--- config.mk ---
export PLATFORM = sky130hd
export DESIGN_NAME = mesh_loader
export DESIGN_NICKNAME = d
export VERILOG_FILES = /design/src/rtl/subsurf_pkg.sv /design/src/rtl/mesh_loader.sv
export SDC_FILE = /design/constraint.sdc
export NUM_CORES = 1
export LEC_CHECK = 0
export ABC_AREA = 1
export CORE_ASPECT_RATIO = 0.9
export CORE_MARGIN = 1.5
export CORE_UTILIZATION = 39
export CTS_BUF_LIST = sky130_fd_sc_hd__clkbuf_2 sky130_fd_sc_hd__clkbuf_4 sky130_fd_sc_hd__clkbuf_8
export DETAILED_ROUTE_END_ITERATION = 8
export PLACE_DENSITY = 0.84
export SYNTH_ARGS = -nofsm -noshare
export SYNTH_HDL_FRONTEND = slang
export SYNTH_SLANG_ARGS = --single-unit
--- constraint.sdc ---
create_clock -name clk -period 1.6 [get_ports clk]
set_clock_uncertainty 0.2 [all_clocks]
set_input_delay 0.16 -clock clk [delete_from_list [all_inputs] [get_ports clk]]
set_output_delay 0.16 -clock clk [all_outputs]
set_load 0.03 [all_outputs]
--- src/rtl/subsurf_pkg.sv ---
// Shared definitions for the mesh loader: FSM state encoding and RAM geometry defaults.
package subsurf_pkg;

    localparam int DEPTH_DEF = 512;
    localparam int AW_DEF    = 9;

    typedef enum logic [2:0] {
        LOAD     = 3'd0,
        DRAIN    = 3'd1,
        KICK     = 3'd2,
        WAIT_BSY = 3'd3,
        RUN      = 3'd4,
        DONE     = 3'd5
    } state_t;

endpackage

--- src/rtl/mesh_loader.sv ---
// Streams a mesh into the input-mesh RAM, then starts subsurf and waits for it to finish.
// Optional running checksum of stored words: define MESH_LOADER_CHECKSUM_EN.
module mesh_loader
    import subsurf_pkg::*;
#(
    parameter int DEPTH = DEPTH_DEF,
    parameter int AW    = AW_DEF
) (
    input  logic          clk,
    input  logic          rst,
    // A word transfers on a rising edge where s_valid && s_ready; the source holds
    // s_data/s_last stable while s_valid is high and s_ready is low.
    input  logic          s_valid,
    output logic          s_ready,
    input  logic [31:0]   s_data,
    input  logic          s_last,
    output logic          en,
    output logic [3:0]    we,
    output logic [AW-1:0] a,
    output logic [31:0]   di,
    output logic          own,
    output logic          start,
    input  logic          busy,
    output logic          done,
    output logic [AW:0]   word_count,
    output logic          err_ovf,
    output logic [31:0]   checksum,
    output state_t        dbg_state
);

    state_t        state, state_nxt;
    logic          kick_wr;
    logic [AW-1:0] wr_ptr;
    logic          acc, acc_load, at_end;

    assign acc      = s_valid && s_ready;
    assign acc_load = acc && (state == LOAD);
    assign at_end   = (wr_ptr == AW'(DEPTH - 1));

    // kick_wr marks KICK's first cycle, while the final registered write is on the RAM port.
    always_ff @(posedge clk) begin
        if (rst) begin
            state   <= LOAD;
            kick_wr <= 1'b0;
        end else begin
            state   <= state_nxt;
            kick_wr <= (state != KICK) && (state_nxt == KICK);
        end
    end

    always_comb begin
        state_nxt = state;
        case (state)
            LOAD: begin
                if (acc) begin
                    if (s_last)      state_nxt = KICK;
                    else if (at_end) state_nxt = DRAIN;
                end
            end
            DRAIN:    if (acc && s_last) state_nxt = LOAD;
            KICK:     if (!kick_wr)      state_nxt = WAIT_BSY;
            WAIT_BSY: if (busy)          state_nxt = RUN;
            RUN:      if (!busy)         state_nxt = DONE;
            DONE:                        state_nxt = LOAD;
            default:                     state_nxt = LOAD;
        endcase
    end

    always_comb begin
        s_ready   = (state == LOAD) || (state == DRAIN);
        own       = (state == LOAD) || (state == DRAIN) || ((state == KICK) && kick_wr);
        start     = (state == KICK) && !kick_wr;
        done      = (state == DONE);
        dbg_state = state;
    end

    always_ff @(posedge clk) begin
        if (rst) begin
            wr_ptr     <= '0;
            en         <= 1'b0;
            we         <= 4'h0;
            a          <= '0;
            di         <= '0;
            word_count <= '0;
            err_ovf    <= 1'b0;
        end else begin
            en <= acc_load;
            we <= acc_load ? 4'hF : 4'h0;
            if (acc_load) begin
                a      <= wr_ptr;
                di     <= s_data;
                wr_ptr <= wr_ptr + AW'(1);
                if (s_last)
                    word_count <= {1'b0, wr_ptr} + (AW+1)'(1);
                else if (at_end)
                    err_ovf <= 1'b1;
            end
            // An overflowed mesh is discarded; the next mesh starts at address 0.
            if ((state == DRAIN) && acc && s_last)
                wr_ptr <= '0;
            if (state == DONE)
                wr_ptr <= '0;
        end
    end

`ifdef MESH_LOADER_CHECKSUM_EN
    always_ff @(posedge clk) begin
        if (rst)
            checksum <= '0;
        else if ((state != LOAD) && (state_nxt == LOAD))
            checksum <= '0;
        else if (acc_load)
            checksum <= checksum + s_data;
    end
`else
    assign checksum = '0;
`endif

endmodule
==> qor_table.md <==
| Parameter | Value | Unit |
|---|---|---|
| Status | finished, violations left | - |
| Failing checks | negative setup slack | - |
| Clk sinks | 66 | - |
| Required arrival time at the worst endpoint | 1240 | ps |
| Period utilisation layout | 1.007 | - |
| Number of placement rows | 29 | - |
| Wire length of the first global-routing pass | 11,180 | um |
| Starting DRC count in detailed routing | 93 | - |
| Post-Place Cell Area | 3973 | um^2 |
| Clock-pin transition on the worst setup and hold timing paths | 70 | ps |
| CTS max path bufs | 2 | - |
| Largest net degree at the start of global routing | 44 | - |
| Final worst-path setup slack | -11.13 | ps |
| Cell internal pwr | 0.002995 | W |
| Worst reg-to-reg setup slack | 40 | ps |
| Launching element of the worst setup path | dbg_state[0] | - |
| Share of total power in the clock network | 0.308 | - |
| Area Growth Syn to Fin | 45.66 | % |
| Total die area | 7990 | um^2 |
| Endpoint type of the worst setup path | output port | - |
| Number of warnings reported in the yosys synthesis log | 0 | - |
| DR WL met3 | 616 | um |
| Maximum clock rate | 620.7 | MHz |
| Post-Synthesis Mean Instance Area | 7.520 | um^2 |
| Unrepaired setup endpoints after global routing | true | - |
| Cells taking the most area after synthesis | sky130_fd_sc_hd__dfxtp_1, sky130_fd_sc_hd__nor2_1, sky130_fd_sc_hd__buf_4, sky130_fd_sc_hd__nand2_1, sky130_fd_sc_hd__o21ai_1 | - |
| Pwr Density | 1080 | nW/um^2 |
| Drt drc | 0 | - |
| Worst-Skew Late Latency | 340 | ps |
| Post-layout instance count excluding filler cells | 602 | - |
| 1st-pass router iterations | 4 | - |
| Final setup violation count | 1 | - |
| Worst Setup Path Type | reg -> out | - |
| Power spent charging and discharging nets | 0.001582 | W |
| Post-Syn Instances | 387 | - |
| Clock tree root driver cell | sky130_fd_sc_hd__clkbuf_8 | - |
| Wire length after detailed routing | 6932 | um |
| Max capacitance violation total | 0 | - |
| Post-layout minimum cycle time | 1611 | ps |
| Avg WL per Cell | 11.51 | um |
| Port Buffers | 100 | - |
| Capture point of the critical path | done | - |
| Critical path startpoint category | register | - |
| Inst Count DP | 580 | - |
| Post-synthesis instance area | 2910 | um^2 |
| HPWL after detailed placement | 4992 | um |
| Fraction of the yosys area taken by sequential cells | 0.4540 | - |
| Core area | 7148 | um^2 |
| TritonCTS clock tree | done | - |
| GRT Overall Usage | 0.1773 | - |
| Launch point of the worst reg-to-reg path | wr_ptr[1] | - |
| CTS Buf Count | 9 | - |
| Number of antenna violations at the first check in global routing | 0 | - |
| Final Hold Fails | 0 | - |
| Number of primary I/O pins | 133 | - |
| Fin area | 4239 | um^2 |
| Area fraction of the dominant cell type after synthesis | 0.4540 | - |
| Final weighted congestion in routability-driven placement | 0.8322 | - |
| Post-Place Setup Slack | -166.2 | ps |
| CP Max Fanout | 5 | - |
| Highest ir drop seen on vdd | 0.6726 | mV |
| Worst R2R End | dbg_state[0] | - |
| Gate power share | 0.280 | - |
| Final max-slew violation count | 0 | - |
| Ratio of cells with drive above 1 in the final layout | 0.1631 | - |
| Top routing layer used | met4 | - |
| Share of power burned in registers | 0.413 | - |
| GR Overflow Total | 0 | - |
| Post-route core utilization | 0.5930 | - |
| Chip Width | 94.06 | um |
| Post-synthesis cell type with the largest combined area | sky130_fd_sc_hd__dfxtp_1 | - |
| Min-Delay Path Class | in -> reg | - |
| N_diodes | 0 | - |
| Initial cell density of the core | 0.4071 | - |
| Metal1 wirelength | 2973 | um |
| Standby leakage power | 2.077 | nW |
| Total power | 0.004577 | W |
| Sw frac | 0.3457 | - |
| Synthesis-stage register bit count | 66 | - |
| Number of nets in the finished design | 543 | - |
| Y dimension of the die | 84.95 | um |
| Mean number of vias per cell | 4.523 | - |
| Number of cells traversed by the worst register-to-register path | 10 | - |
| Number of vias in the routed layout | 2,723 | - |
| Met2 Wirelength | 3279 | um |
| Remaining number of nets flagged by the antenna check after routing | 0 | - |
| Via count of the first global-routing pass | 2,528 | - |
| Hold Buf Count CTS | 0 | - |
| Number of distinct library cells after synthesis | 28 | - |
| Worst EP arrival | 1250 | ps |
| H-tree levels | 3 | - |
==> registers in the layout (all words and copies together) (netlist names) <==
name        cells
di             32
wr_ptr          9
kick_wr         1
err_ovf         1
dbg_state       3
word_count     10
a               9
we              1
==> cells in the final DEF, fill, tap and decap left out, types with 2 or more instances in the layout <==
cell,synthesis,layout
sky130_fd_sc_hd__a21oi_1,16,15
sky130_fd_sc_hd__a21oi_2,4,5
sky130_fd_sc_hd__buf_12,0,5
sky130_fd_sc_hd__buf_4,38,23
sky130_fd_sc_hd__buf_6,5,3
sky130_fd_sc_hd__clkbuf_8,0,9
sky130_fd_sc_hd__clkdlybuf4s50_1,0,36
sky130_fd_sc_hd__clkinv_4,0,2
sky130_fd_sc_hd__conb_1,1,32
sky130_fd_sc_hd__dfxtp_1,66,61
sky130_fd_sc_hd__dfxtp_2,0,3
sky130_fd_sc_hd__dfxtp_4,0,2
sky130_fd_sc_hd__dlygate4sd2_1,0,59
sky130_fd_sc_hd__inv_1,30,27
sky130_fd_sc_hd__inv_2,1,3
sky130_fd_sc_hd__inv_4,1,2
sky130_fd_sc_hd__inv_6,0,2
sky130_fd_sc_hd__nand2_1,40,36
sky130_fd_sc_hd__nand2_2,5,8
sky130_fd_sc_hd__nand2_4,1,2
sky130_fd_sc_hd__nand3_1,13,10
sky130_fd_sc_hd__nand3_2,1,3
sky130_fd_sc_hd__nor2_1,101,99
sky130_fd_sc_hd__nor2_4,1,2
sky130_fd_sc_hd__o21ai_0,20,18
sky130_fd_sc_hd__o21ai_1,25,27
sky130_fd_sc_hd__xor2_1,2,2
==> metrics by stage <==
stage	TNS, ps	hold WS, ps
2_1_floorplan	-9.201	29.41
3_3_place_gp	-4723	246.9
3_5_place_dp	-6087	253.8
4_1_cts	-30.58	201.8
5_1_grt	-396.5	213.0
6_report	-11.13	214.8
==> worst max-delay path, cell delays in order (launching register included) <==
cell	delay [ps]
sky130_fd_sc_hd__dfxtp_2	370
sky130_fd_sc_hd__inv_1	110
sky130_fd_sc_hd__nor2_2	120
sky130_fd_sc_hd__inv_1	70
sky130_fd_sc_hd__nor2_1	90
sky130_fd_sc_hd__buf_4	160
==> cell type report <==
type | instances | area [um^2]
fill | 664 | 2909
multi-input combinational | 268 | 1270
sequential | 66 | 1333
clock buffer | 9 | 123.9
clock inverter | 7 | 77.57
tap | 93 | 116.4
timing repair buffer | 127 | 1194
inverter | 32 | 125.1
==> power by group through the flow <==
stage | logic [W] | clock network [W] | registers [W]
after detailed placement | 0.00135 | 0 | 0.00193
after CTS | 0.00127 | 0.00145 | 0.00189
after global placement | 0.00133 | 0 | 0.00192
after global routing | 0.00139 | 0.00152 | 0.00191
after floorplan | 0.000621 | 0 | 0.00219
final | 0.00128 | 0.00141 | 0.00189
==> cells by family (layout without fill, tap and decap cells) <==
family          after synthesis  count (layout)  synth area share
simple gates                164             164            0.2300
buf+inv                      84             175            0.1763
compound gates               68              68            0.1238
flops                        66              66            0.4540
fa+ha+maj                     2               2          0.008597
xor+xnor                      2               2          0.006020
other cells                   1              32          0.001289
==> synthesized netlist by cell type <==
cell type,n
sky130_fd_sc_hd__a31oi_1,1
sky130_fd_sc_hd__nand3_2,1
sky130_fd_sc_hd__nor3_1,1
sky130_fd_sc_hd__nor2_4,1
sky130_fd_sc_hd__buf_8,1
sky130_fd_sc_hd__a21oi_1,16
sky130_fd_sc_hd__o22ai_1,1
sky130_fd_sc_hd__nand2_4,1
sky130_fd_sc_hd__conb_1,1
sky130_fd_sc_hd__nor2_1,101
sky130_fd_sc_hd__nand3_1,13
sky130_fd_sc_hd__o21ai_1,25
sky130_fd_sc_hd__nand2_2,5
sky130_fd_sc_hd__buf_6,5
sky130_fd_sc_hd__a21oi_2,4
sky130_fd_sc_hd__xor2_1,2
sky130_fd_sc_hd__nand2_1,40
sky130_fd_sc_hd__inv_2,1
sky130_fd_sc_hd__buf_4,38
sky130_fd_sc_hd__inv_1,30
sky130_fd_sc_hd__buf_2,3
sky130_fd_sc_hd__o21ai_0,20
sky130_fd_sc_hd__clkbuf_1,5
sky130_fd_sc_hd__nand4_1,1
sky130_fd_sc_hd__dfxtp_1,66
sky130_fd_sc_hd__inv_4,1
sky130_fd_sc_hd__ha_1,2
sky130_fd_sc_hd__o21a_1,1
==> per-layer routing <==
| layer | GRT usage | vias to the layer above |
|---|---|---|
| li1 | - | 1385 |
| met4 | 0.05427 | 0 |
| met2 | 0.3116 | 96 |
| met3 | 0.07168 | 5 |
| met1 | 0.1952 | 1237 |
| met5 | 0 | - |
==> repair_timing <==
action,CTS,global route
pin swaps,6,6
setup buffers,4,2
setup endpoints to repair,67,12
gates resized for setup,80,12
==> how the worst min path moves through the flow <==
stage | start | to | slack (ps) | cells past startpoint
floorplan | rst | dbg_state[1] | 30 | 1
global placement | err_ovf | err_ovf | 250 | 1
detailed placement | err_ovf | err_ovf | 250 | 1
CTS | s_data[17] | di[17] | 200 | 3
global route | s_data[19] | di[19] | 210 | 3
finish | s_data[17] | di[17] | 210 | 3
Power figures use the tool's default switching activity.
